File: src/rtl/up_down_mod_counter.sv
// Synchronous modulo-MODULUS up/down counter with parallel load and range clamping.
// Terminal count is combinational; wrap and load-error flags are registered one-cycle pulses.
module up_down_mod_counter #(
    parameter int unsigned     WIDTH   = 3,
    parameter longint unsigned MODULUS = 8
) (
    input  logic             clk,
    input  logic             reset,
    input  logic             en,
    input  logic             up,
    input  logic             load,
    input  logic [WIDTH-1:0] load_val,
    output logic [WIDTH-1:0] q,
    output logic             tc,
    output logic             wrap,
    output logic             load_err
);

    if (WIDTH < 1 || WIDTH > 32) begin : g_bad_width
        $fatal(1, "up_down_mod_counter: WIDTH must be 1..32");
    end
    if (MODULUS < 64'd2 || MODULUS > (64'd1 << WIDTH)) begin : g_bad_modulus
        $fatal(1, "up_down_mod_counter: MODULUS must be 2..2**WIDTH");
    end

    localparam logic [WIDTH-1:0] MAX_VAL = WIDTH'(MODULUS - 64'd1);
    localparam logic [WIDTH-1:0] ONE     = WIDTH'(1);

    logic [WIDTH-1:0] count_q, count_d;
    logic             wrap_q, wrap_d;
    logic             load_err_q, load_err_d;
    logic             at_max, at_zero;

    assign at_max  = (count_q == MAX_VAL);
    assign at_zero = (count_q == '0);

    // Explicit compares are used even at full range, where they agree with natural overflow.
    always_comb begin
        count_d    = count_q;
        wrap_d     = 1'b0;
        load_err_d = 1'b0;
        if (load) begin
            if (load_val > MAX_VAL) begin
                count_d    = MAX_VAL;
                load_err_d = 1'b1;
            end else begin
                count_d = load_val;
            end
        end else if (en) begin
            if (up) begin
                if (at_max) begin
                    count_d = '0;
                    wrap_d  = 1'b1;
                end else begin
                    count_d = count_q + ONE;
                end
            end else begin
                if (at_zero) begin
                    count_d = MAX_VAL;
                    wrap_d  = 1'b1;
                end else begin
                    count_d = count_q - ONE;
                end
            end
        end
    end

    always_ff @(posedge clk or posedge reset) begin
        if (reset) begin
            count_q    <= '0;
            wrap_q     <= 1'b0;
            load_err_q <= 1'b0;
        end else begin
            count_q    <= count_d;
            wrap_q     <= wrap_d;
            load_err_q <= load_err_d;
        end
    end

    assign q        = count_q;
    assign wrap     = wrap_q;
    assign load_err = load_err_q;
    assign tc       = en & ~load & (up ? at_max : at_zero);

endmodule

File: config.mk
export PLATFORM = sky130hd
export DESIGN_NAME = up_down_mod_counter
export DESIGN_NICKNAME = d
export VERILOG_FILES = /design/src/rtl/up_down_mod_counter.sv
export SDC_FILE = /design/constraint.sdc
export NUM_CORES = 1
export LEC_CHECK = 0
export CAP_MARGIN = 5
export CORE_AREA = 2 2 39 41
export DETAILED_ROUTE_END_ITERATION = 10
export DIE_AREA = 0 0 41 43
export PLACE_DENSITY = 0.66
export SKIP_CTS_REPAIR_TIMING = 1
export SYNTH_ARGS = -nofsm -noshare
export SYNTH_HDL_FRONTEND = slang
export SYNTH_SLANG_ARGS = --single-unit
File: constraint.sdc
create_clock -name clk -period 1.5 [get_ports clk]
set_input_delay 0.45 -clock clk [delete_from_list [all_inputs] [get_ports clk]]
set_output_delay 0.45 -clock clk [all_outputs]
set_load 0.005 [all_outputs]
Word level (Yosys, flattened, before mapping)
Index checks and enable logic that the tools add are counted.
{ "op_classes": {"n_lt_le_gt_ge": 1, "addsub": 2, "n_mux": 14, "n_reduce_logical": 2, "eq_ne": 1, "n_bitwise": 3} }
{ "ops": {"columns": ["operator", "n"], "rows": [
  ["3-bit two-way mux", 6],
  ["1-bit two-way mux", 8],
  ["3-bit by 1-bit adder with 3-bit output, second input constant", 1],
  ["3-bit equality test, second input constant", 1],
  ["3-bit greater-than comparator, second input constant", 1],
  ["3-bit zero test", 1],
  ["3-bit by 1-bit subtractor with 3-bit output, second input constant", 1],
  ["1-bit bitwise AND", 2],
  ["2-bit nonzero test", 1],
  ["1-bit inverter", 1]
]} }
{ "word_totals": {"ff_bits": 5, "in_bits": 8, "output_inout_bits": 6, "wordCells": 26} }

Logic depth before layout (Yosys ltp)
{ "depth": {"depth_word": 5, "depth_mapped": 5} }

Worst setup path after synthesis
Ideal clock, no wire load.
{ "synth_path": {"path_kind": "reg-to-output", "from": "register count_q[0], in the netlist q[0]", "to": "output tc", "stages_incl_launch_ff": 6, "n_path_buf": 0, "arrival_time_ns": 1.035, "required_ns": 1.050, "path_slack_ns": 0.015, "cell_sequence": "dfrtp_1 > inv_1 > ha_1 > nor3b_2 > a21oi_1 > nor2b_1"} }
{ "synth_between": {"elab_chain_len": 3} }
{ "synth_rtl": {"columns": ["element", "line_no", "text"], "rows": [
  ["start, declared", "29", "logic [WIDTH-1:0] count_q, count_d;"],
  ["start signal, assigned", "74", "count_q <= count_d;"],
  ["3-bit equality test / 3-bit zero test (equally long branches)", "34, 35", null],
  ["1-bit two-way mux *", "83", "assign tc = en & ~load & (up ? at_max : at_zero);"],
  ["1-bit bitwise AND *", "83", null],
  ["end, declared", "14", "output logic tc,"]
]} }
Mark *: on every way between the ends. The rest lies on a longest branch, timed or not.

Worst setup path in the final report
{ "layout_path": {"from": "register count_q[1], in the netlist q[1]", "to": "output tc"} }
Same word-level chain as after synthesis.

==> flow_summary.ini <==
[worst_setup_path]
cp_slowest_cell = dfrtp_1
path_delay_family = flip-flops
cp-start-kind = flop
cp.arrival_ns = 1.40
cpMostUsedCell = ha_2
path_buf_inv = 1
crit_path_max_fanout = 4
max_stage_delay_ns = 0.42
crit_chain = ha_2, ha_2, a21oi_2, nor2b_1, buf_2
worstSetupPathType = reg2out
r2r-start = q[1]
required_ns = 1.05
cp-end-kind = output pin
rrSetupSlack_ns = 0.03
worstSetupStartpoint = q[1]

[cells_and_area]
num_antenna_cells = 0
syn_to_final_growth_pct = 99.65
final_util_pct = 51.09
nets = 84
drive_above_1_share_pct = 48.57

[floorplan]
core_sq_um = 1384
row_count = 14
start_util_pct = 25.59
die_area_sq_um = 1763
io_pins = 14
die_h_um = 43
die_w_um = 41

[yosys]
synth.avg_cell_area_sq_um = 9.318
synth_top_area_share_pct = 35.34
synth_area_sq_um = 354.1
synth-edff-count = 0
synthFlopType = dfrtp_1
synthCells = 38
synth_cell_types = 20
synth_top_area_cell = dfrtp_1
synthTopCellsByArea = dfrtp_1 35%, ha_1 18%, a21oi_1 4.2%
yosysWarnings = 0
ys_seq_area_share_pct = 35.34
async_flop_share_pct = 100.0
syn_nets = 51
ys_ff_latch = 5

[power]
leakagePower_nw = 0.3679
ir_worst_vdd_v = 0.0002222
totalPowerFinal_mw = 0.5431
power_density_nw_per_um2 = 768.2

[timing]
hold_viol_final = 0
finalCritPeriodShare_pct = 123.2
setup_slack_ns = -0.3487
finalSetupTns_ns = -0.3487
rsz0062_at_grt = yes
slew_violations = 0
setup_violations = 1
clock.fmax_ghz = 0.5409
fin_skew_ns = 0.008698
period_needed_ns = 1.849

[clocking]
cts_tree = done
clockBufferDepth = 2
htreeDepth = 1
cts_sinks = 5
numCtsBuffers = 3
clk_pin_slew_ns = 0.05
clk_latency_ns = 0.26
root_buffer = clkbuf_4

[global_routing]
grt_pass1_vias = 351
grt_max_degree = 7
grt_first_pass_wirelength_mm = 1.324
grt_usage_pct = 11.04
antenna_found_initial = 0
grt_overflow = 0

[drt]
initialDrtViolationCount = 2
topRoutingLayerUsed = met4
route.vias.total = 376
wl_per_cell_um = 11.33
drc = 0
wl_met3_um = 44
drtPass1Iterations = 4
ant_nets = 0
viasPerCell = 4.372
wl_met1_um = 382
wl_met2_um = 538
routed_wl_um = 974

[worst_hold_path]
hp-class = in2async

[status]
violations = negative setup slack
outcome = finished, violations left

[placed_design]
port_buffers = 13
gp_congestion = 0.7879
dp_hpwl_um = 704

[run]
cap_violations = 0
## layout by cell type, fill, tap and decap left out
cell,synthesis,layout
a21o_1,1,1
a21oi_1,3,1
a21oi_2,0,2
a22oi_1,1,1
a31oi_1,1,1
and2b_1,1,1
buf_2,0,1
buf_4,0,13
buf_6,0,2
clkbuf_1,0,1
clkbuf_2,0,1
clkbuf_4,0,3
clkdlybuf4s50_1,0,6
conb_1,1,1
dfrtp_1,5,3
dfrtp_2,0,2
dlymetal6s2s_1,0,5
ha_2,0,3
ha_4,0,2
inv_1,4,2
inv_2,0,2
nand2_1,2,2
nand2b_1,2,2
nand3b_1,1,1
nor2_1,2,2
nor2b_1,2,2
nor3b_2,1,1
nor3b_4,0,1
o21ai_0,2,1
o21ai_1,0,1
o31ai_1,1,1
o31ai_2,1,1
or3_1,1,1
## flip-flops by register name, summed over array words and instances, names as in the netlist
name      count
wrap          1
load_err      1
q             3
## routing by layer
layer / global-route usage (%) / up-vias
li1: - / 193
met1: 13.50 / 171
met2: 16.56 / 10
met3: 3.141 / 2
met4: 6.000 / 0
met5: 0 / -
## cell families (layout without fill, tap and decap cells)
kind of cell | count (synthesis) | in the layout | share of synthesized area (%)
and+or+nand+nor | 13 | 13 | 22.97
AOI/OAI and AO/OA | 10 | 10 | 18.73
adders and majority gates | 5 | 5 | 17.67
DFF | 5 | 5 | 35.34
buffers and inverters | 4 | 36 | 4.239
other | 1 | 1 | 1.059
## synth_stat cells (all sizes together), types with 2 or more instances
cell,count
ha,5
a21oi,3
nor3b,2
o21ai,2
nor2b,2
nor2,2
nand2,2
nand2b,2
dfrtp,5
inv,4
o31ai,2
## final cells by class
class / instances / area [sq um]
tap: 16 / 20.02
multi-input combinational: 29 / 265.3
clock buffer: 4 / 26.28
inverter: 4 / 15.01
fill: 135 / 676.9
sequential: 5 / 127.6
timing repair buffer: 28 / 252.7
## through the flow
stage	worst slack, ns	cell area [sq um]	hold slack, ns	cells
finish	-0.3487	706.9	0.3851	86
global route	-0.4054	706.9	0.4134	86
CTS	-0.7885	620.6	0.4006	83
detailed placement	-0.7801	594.3	0.6570	79
global placement	-0.7605	594.3	0.6547	79
floorplan	0.01526	354.1	0.2285	38
## where the power goes
part / leakage [nW] / switching (mW) / internal (mW)
registers: 0.0585 / 0.0168 / 0.149
logic: 0.294 / 0.0804 / 0.130
clock network: 0.0150 / 0.0664 / 0.101
## path summary, 6_finish.rpt
| kind | to | cells past startpoint |
|---|---|---|
| max | tc | 5 |
| max reg2reg | q[2] | 6 |
| min | wrap | 2 |
| min in group clk | wrap | 4 |
| max in group asynchronous | q[2] | 2 |
| min reg2reg | wrap | 3 |
## worst reg2reg max path: stages (launching register included)
cell	delay (ns)
dfrtp_1	0.41
inv_2	0.08
ha_4	0.16
buf_4	0.12
or3_1	0.35
a21oi_1	0.16
o21ai_1	0.07
Note: power is estimated with default switching activity, not from simulation.
